### config.mk
export PLATFORM = sky130hd
export DESIGN_NAME = pl_memory_arbiter
export DESIGN_NICKNAME = d
export VERILOG_FILES = /design/src/rtl/pl_mem_arb_pkg.sv /design/src/rtl/pl_mem_arb_order_fifo.sv /design/src/rtl/pl_memory_arbiter.sv
export SDC_FILE = /design/constraint.sdc
export NUM_CORES = 1
export LEC_CHECK = 0
export ABC_CLOCK_PERIOD_IN_PS = 3400
export CAP_MARGIN = 10
export CORE_AREA = 2 2 108 110
export CTS_CLUSTER_SIZE = 10
export DETAILED_ROUTE_END_ITERATION = 10
export DIE_AREA = 0 0 110 112
export PLACE_DENSITY = 0.65
export SLEW_MARGIN = 10
export SYNTH_ARGS = -nofsm -noshare
export SYNTH_HDL_FRONTEND = slang
export SYNTH_SLANG_ARGS = --single-unit
### constraint.sdc
create_clock -name clock -period 3.4 [get_ports clock]
set_input_delay 0.34 -clock clock [delete_from_list [all_inputs] [get_ports clock]]
set_output_delay 0.34 -clock clock [all_outputs]
set_load 0.005 [all_outputs]
### src/rtl/pl_mem_arb_pkg.sv
// Shared types for the pipelined memory arbiter: request source tags and arbiter FSM states.
package pl_mem_arb_pkg;

  typedef enum logic {SRC_INST, SRC_DATA} mem_src_t;

  typedef enum logic [1:0] {ARB_IDLE, ARB_LOCK_INST, ARB_LOCK_DATA} arb_state_t;

  // Occupancy counter must represent 0..depth inclusive.
  function automatic int unsigned cnt_width(input int unsigned depth);
    return $clog2(depth + 1);
  endfunction

  function automatic int unsigned ptr_width(input int unsigned depth);
    return (depth > 1) ? $clog2(depth) : 1;
  endfunction

endpackage

### src/rtl/pl_mem_arb_order_fifo.sv
// Order queue of outstanding read sources; head names the requester that owns the next response.
module pl_mem_arb_order_fifo
  import pl_mem_arb_pkg::*;
#(
  parameter int unsigned DEPTH = 4
) (
  input  logic                        clock,
  input  logic                        reset_n,
  input  logic                        push,
  input  mem_src_t                    push_src,
  input  logic                        pop,
  output mem_src_t                    head,
  output logic [cnt_width(DEPTH)-1:0] count,
  output logic                        full,
  output logic                        empty
);

  localparam int unsigned CntW = cnt_width(DEPTH);
  localparam int unsigned PtrW = ptr_width(DEPTH);

  mem_src_t            slots_q [DEPTH];
  mem_src_t            slots_d [DEPTH];
  logic [PtrW-1:0]     wr_ptr_q, wr_ptr_d;
  logic [PtrW-1:0]     rd_ptr_q, rd_ptr_d;
  logic [CntW-1:0]     count_q, count_d;
  logic                push_en, pop_en;

  function automatic logic [PtrW-1:0] next_ptr(input logic [PtrW-1:0] p);
    return (p == PtrW'(DEPTH - 1)) ? '0 : p + 1'b1;
  endfunction

  assign full    = (count_q == CntW'(DEPTH));
  assign empty   = (count_q == '0);
  assign count   = count_q;
  assign head    = slots_q[rd_ptr_q];
  assign push_en = push & ~full;
  assign pop_en  = pop & ~empty;

  always_comb begin
    slots_d  = slots_q;
    wr_ptr_d = wr_ptr_q;
    rd_ptr_d = rd_ptr_q;
    count_d  = count_q;
    if (push_en) begin
      slots_d[wr_ptr_q] = push_src;
      wr_ptr_d          = next_ptr(wr_ptr_q);
    end
    if (pop_en) begin
      rd_ptr_d = next_ptr(rd_ptr_q);
    end
    unique case ({push_en, pop_en})
      2'b10:   count_d = count_q + 1'b1;
      2'b01:   count_d = count_q - 1'b1;
      default: count_d = count_q;
    endcase
  end

  always_ff @(posedge clock or negedge reset_n) begin
    if (!reset_n) begin
      for (int i = 0; i < int'(DEPTH); i++) begin
        slots_q[i] <= SRC_INST;
      end
      wr_ptr_q <= '0;
      rd_ptr_q <= '0;
      count_q  <= '0;
    end else begin
      slots_q  <= slots_d;
      wr_ptr_q <= wr_ptr_d;
      rd_ptr_q <= rd_ptr_d;
      count_q  <= count_d;
    end
  end

endmodule

### src/rtl/pl_memory_arbiter.sv
// Round-robin arbiter sharing one pipelined memory port between instruction fetch and data access;
// grant is frozen while the memory stalls and read responses are routed back in issue order.
module pl_memory_arbiter
  import pl_mem_arb_pkg::*;
#(
  parameter int unsigned MAX_PENDING = 4
) (
  input  logic        clock,
  input  logic        reset_n,
  input  logic        inst_read_enable,
  input  logic [31:0] inst_addr,
  output logic        inst_wait_req,
  output logic        inst_valid,
  output logic [31:0] inst_data,
  input  logic        data_read_enable,
  input  logic        data_write_enable,
  input  logic [31:0] data_addr,
  input  logic [31:0] data_write_data,
  input  logic [3:0]  data_byte_enable,
  output logic        data_wait_req,
  output logic        data_valid,
  output logic [31:0] data_read_data,
  output logic [31:0] mem_address,
  output logic [31:0] mem_write_data,
  output logic [3:0]  mem_byte_enable,
  output logic        mem_read_enable,
  output logic        mem_write_enable,
  input  logic        mem_wait_req,
  input  logic        mem_valid,
  input  logic [31:0] mem_read_data
);

  localparam int unsigned CntW = cnt_width(MAX_PENDING);

  arb_state_t      state_q, state_d;
  mem_src_t        last_grant_q, last_grant_d;
  logic            inst_req, data_req, data_is_wr;
  logic            read_block, inst_ok, data_ok;
  logic            grant_vld;
  mem_src_t        grant_src;
  logic            accepted, push;
  logic [CntW-1:0] q_count;
  logic            q_full, q_empty;
  mem_src_t        q_head;

  assign inst_req   = inst_read_enable;
  assign data_req   = data_read_enable | data_write_enable;
  assign data_is_wr = data_write_enable;

  // Full check uses the registered count only; a same-cycle response does not free a slot.
  assign read_block = (q_count == CntW'(MAX_PENDING));
  assign inst_ok    = inst_req & ~read_block;
  assign data_ok    = data_req & (data_is_wr | ~read_block);

  always_comb begin
    grant_vld = 1'b0;
    grant_src = SRC_INST;
    unique case (state_q)
      ARB_IDLE: begin
        if (inst_ok && data_ok) begin
          grant_vld = 1'b1;
          grant_src = (last_grant_q == SRC_INST) ? SRC_DATA : SRC_INST;
        end else if (inst_ok) begin
          grant_vld = 1'b1;
          grant_src = SRC_INST;
        end else if (data_ok) begin
          grant_vld = 1'b1;
          grant_src = SRC_DATA;
        end
      end
      ARB_LOCK_INST: begin
        grant_vld = inst_ok;
        grant_src = SRC_INST;
      end
      ARB_LOCK_DATA: begin
        grant_vld = data_ok;
        grant_src = SRC_DATA;
      end
      default: begin
        grant_vld = 1'b0;
        grant_src = SRC_INST;
      end
    endcase
  end

  always_comb begin
    mem_read_enable  = grant_vld & ((grant_src == SRC_INST) | ~data_is_wr);
    mem_write_enable = grant_vld & (grant_src == SRC_DATA) & data_is_wr;
    mem_address      = (grant_src == SRC_INST) ? inst_addr : data_addr;
    mem_byte_enable  = (grant_src == SRC_INST) ? 4'b1111 : data_byte_enable;
    mem_write_data   = data_write_data;
    accepted         = (mem_read_enable | mem_write_enable) & ~mem_wait_req;
    push             = accepted & mem_read_enable;
    inst_wait_req    = inst_req & ~(accepted & (grant_src == SRC_INST));
    data_wait_req    = data_req & ~(accepted & (grant_src == SRC_DATA));
  end

  always_comb begin
    state_d      = state_q;
    last_grant_d = accepted ? grant_src : last_grant_q;
    unique case (state_q)
      ARB_IDLE: begin
        if (grant_vld && mem_wait_req) begin
          state_d = (grant_src == SRC_INST) ? ARB_LOCK_INST : ARB_LOCK_DATA;
        end
      end
      ARB_LOCK_INST, ARB_LOCK_DATA: begin
        // A locked side withdrawing its request also releases the lock.
        if (!grant_vld || accepted) begin
          state_d = ARB_IDLE;
        end
      end
      default: state_d = ARB_IDLE;
    endcase
  end

  always_ff @(posedge clock or negedge reset_n) begin
    if (!reset_n) begin
      state_q      <= ARB_IDLE;
      last_grant_q <= SRC_DATA;
    end else begin
      state_q      <= state_d;
      last_grant_q <= last_grant_d;
    end
  end

  pl_mem_arb_order_fifo #(
    .DEPTH (MAX_PENDING)
  ) u_order_fifo (
    .clock    (clock),
    .reset_n  (reset_n),
    .push     (push),
    .push_src (grant_src),
    .pop      (mem_valid),
    .head     (q_head),
    .count    (q_count),
    .full     (q_full),
    .empty    (q_empty)
  );

  assign inst_valid     = mem_valid & ~q_empty & (q_head == SRC_INST);
  assign data_valid     = mem_valid & ~q_empty & (q_head == SRC_DATA);
  assign inst_data      = mem_read_data;
  assign data_read_data = mem_read_data;

  push_never_when_full: assert property (@(posedge clock) disable iff (!reset_n) !(push && q_full));

endmodule

=== Yosys cells after proc, flatten, opt, wreduce, memory -nomap -nowiden ===
Index checks and enable logic that the tools add are counted.

* Add/sub/neg operators: 4
* Equal/unequal tests: 9
* Magnitude comparators: 3
* Multiplexer cells: 23
* Bitwise gates (word level): 29
* Reductions and logical operators: 10

{| class="wikitable"
|+ Operator list
! kind !! number
|-
| 32-bit two-way mux || 1
|-
| 1-bit AND || 15
|-
| 2-bit two-way mux || 5
|-
| 1-bit two-way mux || 9
|-
| 2-bit == test, second input constant || 4
|-
| 1-bit NOT || 8
|-
| 3-bit >= comparator, second input constant || 2
|-
| 2-bit NOT with 3-bit output || 2
|-
| 3-bit one-hot mux with 2 select lines || 1
|-
| 2-bit by 1-bit adder with 2-bit output, second input constant || 2
|-
| 4-bit bitwise mux || 1
|-
| 2-bit by 1-bit == test with 1-bit output, second input constant || 2
|-
| 4-bit two-way mux || 1
|-
| 2-bit inequality test, second input constant || 2
|-
| 1-bit OR || 4
|-
| 2-bit one-hot mux with 2 select lines || 1
|-
| 3-bit by 1-bit adder with 3-bit output, second input constant || 1
|-
| 3-bit == test, second input constant || 1
|-
| 1-bit logical AND || 3
|-
| 3-bit logical NOT || 1
|-
| 3-bit by 1-bit < comparator with 1-bit output, second input constant || 1
|-
| 1-bit one-hot mux with 3 select lines || 1
|-
| 3-bit by 1-bit subtractor with 3-bit output, second input constant || 1
|-
| 1-bit binary-select mux with 2-bit select || 1
|-
| 8 further kinds || 8
|}

* Logic and storage cells: 87
* Flip-flop bits (word level): 14

=== Depth between registers and ports, before layout ===
Gate-level depths: netlist of the first run.

* Depth after elaboration: 17
* Gate-level depth with buffers: 12

=== By module ===
A second synthesis of the first run with hierarchy kept.

* Cell total of the unflattened synthesis: 304
* Area total of the unflattened synthesis: 2154.6 µm²

{| class="wikitable"
|+ Modules (own cells, without submodules)
! module !! cells an instance !! area each (µm²) !! instances
|-
| pl_memory_arbiter || 247 || 1521.5 || 1
|-
| pl_mem_arb_order_fifo || 57 || 633.1 || 1
|}

=== Worst setup path before layout of the first run ===
No wires, ideal clock.

* Path kind: register to register
* From: register state_q[0]
* To: register u_order_fifo.count_q[2] (netlist: u_order_fifo.count[2])
* Arrival time: 2315 ps
* Setup slack: 1006 ps
* Setup time: 79 ps
* Buffers on the path: 0
* Cell stages (with the launch flop): 13
* Cells stage by stage: dfrtp_1 -> inv_1 -> ha_1 -> o21ai_0 -> and2_1 -> nor2_1 -> o21ai_1 -> ha_1 -> inv_1 -> fa_1 -> xor2_1 -> nor2_1 -> xor2_1

* Word-level cells in the longest chain between the ends: 11
* Elaborated cells between the ends (all ways): 18
* Classes of those cells: eq/ne (4); mux (3); bitwise (9); reduce/logical (2)

{| class="wikitable"
|+ RTL lines
! element !! RTL line !! RTL
|-
| start: declaration || pl_memory_arbiter.sv:35 || <nowiki>arb_state_t state_q, state_d;</nowiki>
|-
| start signal: assignment || pl_memory_arbiter.sv:122 || <nowiki>state_q <= state_d;</nowiki>
|-
| 2-bit == test / 2-bit logical NOT (equally long branches) || pl_memory_arbiter.sv:58 || <nowiki>unique case (state_q)</nowiki>
|-
| 1-bit one-hot mux with 2 select lines || pl_memory_arbiter.sv:58 ||
|-
| 1-bit NOT || - ||
|-
| 1-bit OR || pl_memory_arbiter.sv:87 || <nowiki>mem_read_enable = grant_vld & ((grant_src == SRC_INST) | ~data_is_wr);</nowiki>
|-
| 1-bit AND || pl_memory_arbiter.sv:87 ||
|-
| 1-bit OR || pl_memory_arbiter.sv:92 || <nowiki>accepted = (mem_read_enable | mem_write_enable) & ~mem_wait_req;</nowiki>
|-
| 1-bit AND || pl_memory_arbiter.sv:92 ||
|-
| 1-bit AND (*) || pl_memory_arbiter.sv:93 || <nowiki>push = accepted & mem_read_enable;</nowiki>
|-
| 1-bit AND (*) || pl_mem_arb_order_fifo.sv:36 || <nowiki>assign push_en = push & ~full;</nowiki>
|-
| 2-bit by 1-bit == test with 1-bit output / 2-bit == test (equally long branches) || pl_mem_arb_order_fifo.sv:51 || <nowiki>unique case ({push_en, pop_en})</nowiki>
|-
| 3-bit one-hot mux with 2 select lines / 2-bit nonzero test (equally long branches) || - ||
|-
| end signal: assignment || pl_mem_arb_order_fifo.sv:70 || <nowiki>count_q <= count_d;</nowiki>
|-
| end: declaration || pl_mem_arb_order_fifo.sv:25 || <nowiki>logic [CntW-1:0] count_q, count_d;</nowiki>
|}

Mark *: on every way between the ends. The rest lies on a longest branch, timed or not.
A chain may end at the register's enable or synchronous reset.

=== Worst setup path after layout of the first run ===
* From: register state_q[0]
* To: output port inst_wait_req

* Word-level cells in the longest chain between the ends: 10
* Elaborated cells between the ends (all ways): 15
* Classes of those cells: eq/ne (2); mux (2); bitwise (10); reduce/logical (1)

{| class="wikitable"
|+ RTL lines
! element !! RTL line !! RTL
|-
| 2-bit == test / 2-bit logical NOT (equally long branches) || pl_memory_arbiter.sv:58 ||
|-
| 1-bit one-hot mux with 2 select lines || pl_memory_arbiter.sv:58 ||
|-
| 1-bit NOT || - ||
|-
| 1-bit OR || pl_memory_arbiter.sv:87 ||
|-
| 1-bit AND || pl_memory_arbiter.sv:87 ||
|-
| 1-bit OR || pl_memory_arbiter.sv:92 ||
|-
| 1-bit AND || pl_memory_arbiter.sv:92 ||
|-
| 1-bit AND (*) || pl_memory_arbiter.sv:94 || <nowiki>inst_wait_req = inst_req & ~(accepted & (grant_src == SRC_INST));</nowiki>
|-
| 1-bit NOT (*) || pl_memory_arbiter.sv:94 ||
|-
| 1-bit AND (*) || pl_memory_arbiter.sv:94 ||
|-
| end: declaration || pl_memory_arbiter.sv:12 || <nowiki>output logic inst_wait_req,</nowiki>
|}

Marked as above.

==> impl_metrics.json, run 1 <==
{
  "via_count": 1531,
  "max_freq_mhz": 320,
  "die_x_microns": 110,
  "cts.clk_slew.worst_paths_ns": 0.05,
  "critPathMaxFanout": 8,
  "multiInputGateArea_sq_mm": 0.00105,
  "yosys_warnings": 0,
  "holdWs_ns": 0.462,
  "grt_start_max_net_pins": 23,
  "synth_cells": 233,
  "cts_sinks": 14,
  "final-hold-violation-count": 0,
  "syn-num-nets": 383,
  "cp_slowest_cell": "clkdlybuf4s50_1",
  "tns_ns": 0,
  "layout-drive-gt1-share_pct": 18.1,
  "globalplace.congestion": 0.720,
  "period_minus_slack_ns": 3.12,
  "core_area_sq_mm": 0.0112,
  "clk_latency_ns": 0.25,
  "avgSynthCellArea_sq_um": 9.49,
  "critPathBufInv": 2,
  "areaGrowthSynthToFinish_pct": 30.9,
  "clock-root-buffer": "clkbuf_16",
  "yosys.area.top_type": "buf_4",
  "endpoint_kind": "output port",
  "grt_pass1_vias": 1724,
  "drt_wl_total_mm": 5.74,
  "crit_chain": "inv_1, ha_1, o21ai_0, a21oi_1, o21ai_0, nor2_4, nor2b_1, clkdlybuf4s50_1",
  "antenna_found_initial": 0,
  "slew_headroom_pct": 52.4,
  "rsz0062_at_grt": "false",
  "dr.pass1.iters": 4,
  "cp.arrival_ns": 2.78,
  "status": "completed",
  "synth-seq-cells": 14,
  "drt_iter0_markers": 65,
  "port-buffer-count": 116,
  "layout_commonest_cell": "clkdlybuf4s50_1",
  "hold_class": "reg2reg",
  "ios": 277,
  "die-area_sq_mm": 0.0123,
  "crit_required_ns": 3.06,
  "grt.total_usage_pct": 8.92,
  "crit_family": "compound AO/OA/AOI/OAI gates",
  "routed_via_density": 3.86,
  "finalSetupViolCount": 0,
  "dpl_cell_area_sq_mm": 0.00281,
  "placementRows": 39,
  "cts_resized": 0,
  "worstMarginPinSlew_ns": 0.708,
  "cts_tree": "done",
  "dp_hpwl_mm": 4.95,
  "cts-htree-levels": 1,
  "ir_worst_vdd_uv": 303,
  "initial_core_util_pct": 19.8,
  "period_share_pct": 91.8,
  "fp.dieH_microns": 112,
  "fin_skew_ns": 0.00226,
  "postLayoutCellArea_sq_mm": 0.00289,
  "cp-start-kind": "register",
  "path_common_cell": "o21ai_0",
  "yosysSeqAreaShare_pct": 15.9,
  "cts_hold_buf": 0,
  "cts_setup_buffers": 0,
  "r2r_setup_slack_ns": 0.68,
  "drv_slew": 0,
  "drc": 0,
  "synth_top_area_share_pct": 32.6,
  "num-fill-cells": 1160,
  "critPathMaxStageDelay_ns": 0.55,
  "overflow": 0,
  "path_class": "reg2out",
  "numCtsBuffers": 3,
  "layout_common_cells": "clkdlybuf4s50_1, mux2_4, dfrtp_1",
  "ff_latch_area_sq_um": 352,
  "powerDensity_mw_per_mm2": 798,
  "ys_types": 35,
  "drv_cap": 0,
  "p_leak_nw": 1.22,
  "antenna_left": 0,
  "synthTopCellsByArea": "buf_4, mux2_4, dfrtp_1",
  "wl_per_cell_microns": 14.5,
  "synth_area_sq_mm": 0.00221,
  "clk_path_buf_depth": 2,
  "antenna_cells": 0,
  "grt_pass1_wl_mm": 8.45,
  "final_nets": 405
}
[tightest hold or removal path, delay by kind of cell, from the launching register on]
| kind | cells | cell delay [ns] |
|---|---|---|
| flops | 1 | 0.36 |
| compound gates | 1 | 0.05 |
| buf+inv | 1 | 0.04 |
[power breakdown]
| group | leakage (nW) | internal [mW] | switching [mW] |
|---|---|---|---|
| combinational | 1.00 | 1.06 | 0.665 |
| clock | 0.0442 | 0.178 | 0.0703 |
| sequential | 0.170 | 0.257 | 0.0778 |
[stage by stage]
stage	worst slack, ns	utilization (%)	power (mW)	instances
2_1_floorplan	1.01	-	1.48	233
3_3_place_gp	0.522	25.1	2.03	393
3_5_place_dp	0.464	25.1	2.08	393
4_1_cts	0.278	25.9	2.34	397
5_1_grt	0.0680	25.9	2.48	397
6_report	0.277	25.9	2.31	397
[kinds of logic (layout without fill, tap and decap cells)]
kind of cell | Yosys count | in the layout | share of synthesized area [%]
xor gates and xnor gates | 3 | 3 | 1.19
and+or+nand+nor | 31 | 31 | 7.98
muxes | 36 | 36 | 24.3
AOI/OAI and AO/OA | 26 | 26 | 7.41
DFF | 14 | 14 | 15.9
adders and majority gates | 11 | 11 | 6.56
buffers and inverters | 112 | 133 | 36.7
[flip-flops by register name (all words and copies together) (netlist names)]
| signal | flops |
|---|---|
| last_grant_q | 1 |
| state_q | 2 |
| u_order_fifo.count | 3 |
| u_order_fifo.rd_ptr_q | 2 |
| u_order_fifo.slots_q | 4 |
| u_order_fifo.wr_ptr_q | 2 |
[Yosys cell counts (all sizes together)]
library cell	number
or3	1
o31ai	1
fa	1
mux2	35
o211ai	2
inv	12
ha	10
a21oi	11
o211a	2
o21ai	7
nand2	4
mux4	1
nor3	2
o21a	1
dfrtp	13
buf	100
a21o	1
nand3	3
xor2	2
nor3b	2
xnor2	1
nor2	9
nand3b	1
and3	1
nor2b	3
and2	1
dfstp	1
o22a	1
nand2b	4
[worst paths after layout]
kind | startpoint | end | depth (start not counted)
max | state_q[0] | inst_wait_req | 8
min | last_grant_q | last_grant_q | 2
max reg2reg | state_q[0] | u_order_fifo.count[2] | 12
min reg2reg | last_grant_q | last_grant_q | 2
max in group asynchronous | reset_n | u_order_fifo.rd_ptr_q[1] | 1
min in group asynchronous | reset_n | state_q[1] | 1
[routing by layer]
metal / GRT usage [%] / part of all wire [%]
met3: 3.40 / 10
met5: 0 / 0
met4: 4.05 / 2.6
met1: 8.28 / 32
met2: 16.7 / 55
[layout make-up]
cell class	count	area share [%]
flip-flops and latches	14	12.1
well taps	143	6.18
inverters	12	1.56
repair buffers	117	40.8
multi-input cells	107	36.2
clock buffers	4	3.07
No activity file was read; power rests on OpenSTA's default activity.
==> run 2, diff against run 1 <==
GPL_ROUTABILITY_DRIVEN = 0   (was not set)
==> results of run 2 <==
The final DEF is identical to that of run 1; final timing and power are the same.
==> run 3, diff against run 2 <==
GPL_TIMING_DRIVEN = 0   (was not set)
==> run 3 against run 2 <==
  * Sequential share of layout area fell by 4.5 points
  * Non-clock buffer count rose by 195
  * Power rose by 8.8%
  * Clock skew rose by 0.00077 ns
  * Register-to-register slack improved by 0.02 ns
  * Via count rose by 46%
  * Core utilization rose by 15 points
  * Hold slack got worse by 0.0020 ns
  * Critical path depth did not move
  * Die area did not move
  * Wire length rose by 28%
  * Critical path type unchanged
  * Largest power group unchanged
==> impl_metrics.json, run 3 (synthesis results as in run 1) <==
{
  "slew_headroom_pct": 53.3,
  "holdPathStages": 2,
  "max_freq_mhz": 326,
  "critPathMaxFanout": 8,
  "endpoint_kind": "output port",
  "worstRegToRegCells": 12,
  "worstMarginPinSlew_ns": 0.694,
  "layout_commonest_cell": "clkdlybuf4s50_1",
  "drv_slew": 0,
  "cp.arrival_ns": 2.72,
  "p_leak_nw": 2.06,
  "crit_required_ns": 3.06,
  "status": "completed",
  "p_int_mw": 1.67,
  "initial_core_util_pct": 19.8,
  "busiest_layer": "met2",
  "dp_hpwl_mm": 6.68,
  "multiInputGateArea_sq_mm": 0.00105,
  "die-area_sq_mm": 0.0123,
  "clk_path_buf_depth": 2,
  "holdPathEnd": "last_grant_q",
  "drc": 0,
  "ios": 277,
  "ir_worst_vdd_uv": 239,
  "wl_per_cell_microns": 12.4,
  "drv_cap": 0,
  "grt_use_met2_pct": 21.8,
  "antenna_found_initial": 0,
  "cts_setup_buffers": 0,
  "cts-htree-levels": 1,
  "layout_common_cells": "clkdlybuf4s50_1, buf_4, mux2_4",
  "via_count": 2231,
  "cts.clk_slew.worst_paths_ns": 0.04,
  "port-buffer-count": 212,
  "period_minus_slack_ns": 3.06,
  "die_x_microns": 110,
  "fp.dieH_microns": 112,
  "largest_register_ffs": 4,
  "cts_resized": 0,
  "grt.total_usage_pct": 10.8,
  "drt_iter0_markers": 34,
  "grt_start_max_net_pins": 15,
  "cts_tree": "done",
  "dr.pass1.iters": 4,
  "placementRows": 39,
  "fin_skew_ns": 0.00302,
  "layout-drive-gt1-share_pct": 32.1,
  "p_switching_mw": 0.840,
  "switching_share_pct": 33.4,
  "cts_hold_buf": 0,
  "numCtsBuffers": 3,
  "powerDensity_mw_per_mm2": 548,
  "rsz0062_at_grt": "false",
  "period_share_pct": 90.1,
  "ff_latch_area_sq_um": 352,
  "clock-root-buffer": "clkbuf_16",
  "p_clk_share_pct": 8.7,
  "reg2reg_to": "u_order_fifo.count[2]",
  "largest-register": "u_order_fifo.slots_q",
  "antenna_left": 0,
  "r2r_setup_slack_ns": 0.70,
  "core_area_sq_mm": 0.0112,
  "overflow": 0,
  "path_class": "reg2out",
  "routed_via_density": 3.77,
  "seqPwrFrac_pct": 13.2,
  "num-fill-cells": 1080,
  "hold_start": "last_grant_q",
  "finalSetupViolCount": 0,
  "cts_sinks": 14,
  "tns_ns": 0,
  "final_nets": 600,
  "drt_wl_total_mm": 7.37,
  "hold_class": "reg2reg",
  "reg2reg_from": "state_q[0]",
  "dpl_cell_area_sq_mm": 0.00451,
  "grt_pass1_wl_mm": 10.7,
  "p_comb_share_pct": 78.2,
  "use_met1_pct": 11.2,
  "met3_usage_pct": 1.93,
  "cp-start-kind": "register",
  "final-hold-violation-count": 0,
  "grt_pass1_vias": 2229,
  "antenna_cells": 0,
  "postLayoutCellArea_sq_mm": 0.00459,
  "clk_latency_ns": 0.24,
  "areaGrowthSynthToFinish_pct": 108
}
==> run 3: cell count changes in the layout (fill, tap and decap cells not counted) <==
cell,delta
buf_4,+96
clkdlybuf4s50_1,+96
buf_6,+4
buf_12,-1
clkbuf_1,+1
clkbuf_8,-1
==> run 3: cell type report <==
cell class                 count  share of cell area, %
timing repair buffer         212                   46.2
multi-input combinational    107                   22.8
buffer                       100                   16.7
sequential                    14                   7.66
tap                          143                   3.90
clock buffer                   4                   1.72
inverter                      12                  0.981
==> run 3: power by group through the flow <==
stage,clock [mW],combinational (mW),sequential (mW)
2_1_floorplan,0,1.16,0.316
3_3_place_gp,0,1.96,0.330
3_5_place_dp,0,1.99,0.336
4_1_cts,0.222,2.00,0.334
5_1_grt,0.230,2.14,0.348
6_report,0.218,1.97,0.331
==> run 3: metrics by stage <==
step           util, %  instances  power (mW)  setup slack, ns  hold slack, ns
3_5_place_dp      40.4        588        2.32            0.573           0.453
6_report          41.1        592        2.51            0.335           0.460
3_3_place_gp      40.4        588        2.29            0.624           0.453
4_1_cts           41.1        592        2.56            0.312           0.461
2_1_floorplan        -        233        1.48             1.01          0.0444
5_1_grt           41.1        592        2.71           0.0596           0.492
==> run 3: worst max path at each step <==
stage               startpoint  depth (start not counted)               endpoint  slack [ns]
floorplan           state_q[0]                         12  u_order_fifo.count[2]        1.01
global placement    state_q[0]                          8          inst_wait_req        0.62
detailed placement  state_q[0]                          8          inst_wait_req        0.57
CTS                 state_q[0]                          8          inst_wait_req        0.31
global route        state_q[0]                          8          inst_wait_req        0.06
finish              state_q[0]                          8          inst_wait_req        0.34
==> run 3: critical path, cell delays in order, from the launching register on <==
cell             delay (ns)
dfrtp_1                0.41
inv_1                  0.08
ha_1                   0.30
o21ai_0                0.24
a21oi_1                0.14
o21ai_0                0.51
nor2_4                 0.10
nor2b_1                0.13
clkdlybuf4s50_1        0.58
==> run 3: per-layer routing <==
layer	vias to the layer above	part of all wire [%]
li1	1106	-
met1	975	33
met2	140	56
met3	10	10
met4	0	0.98
met5	-	0
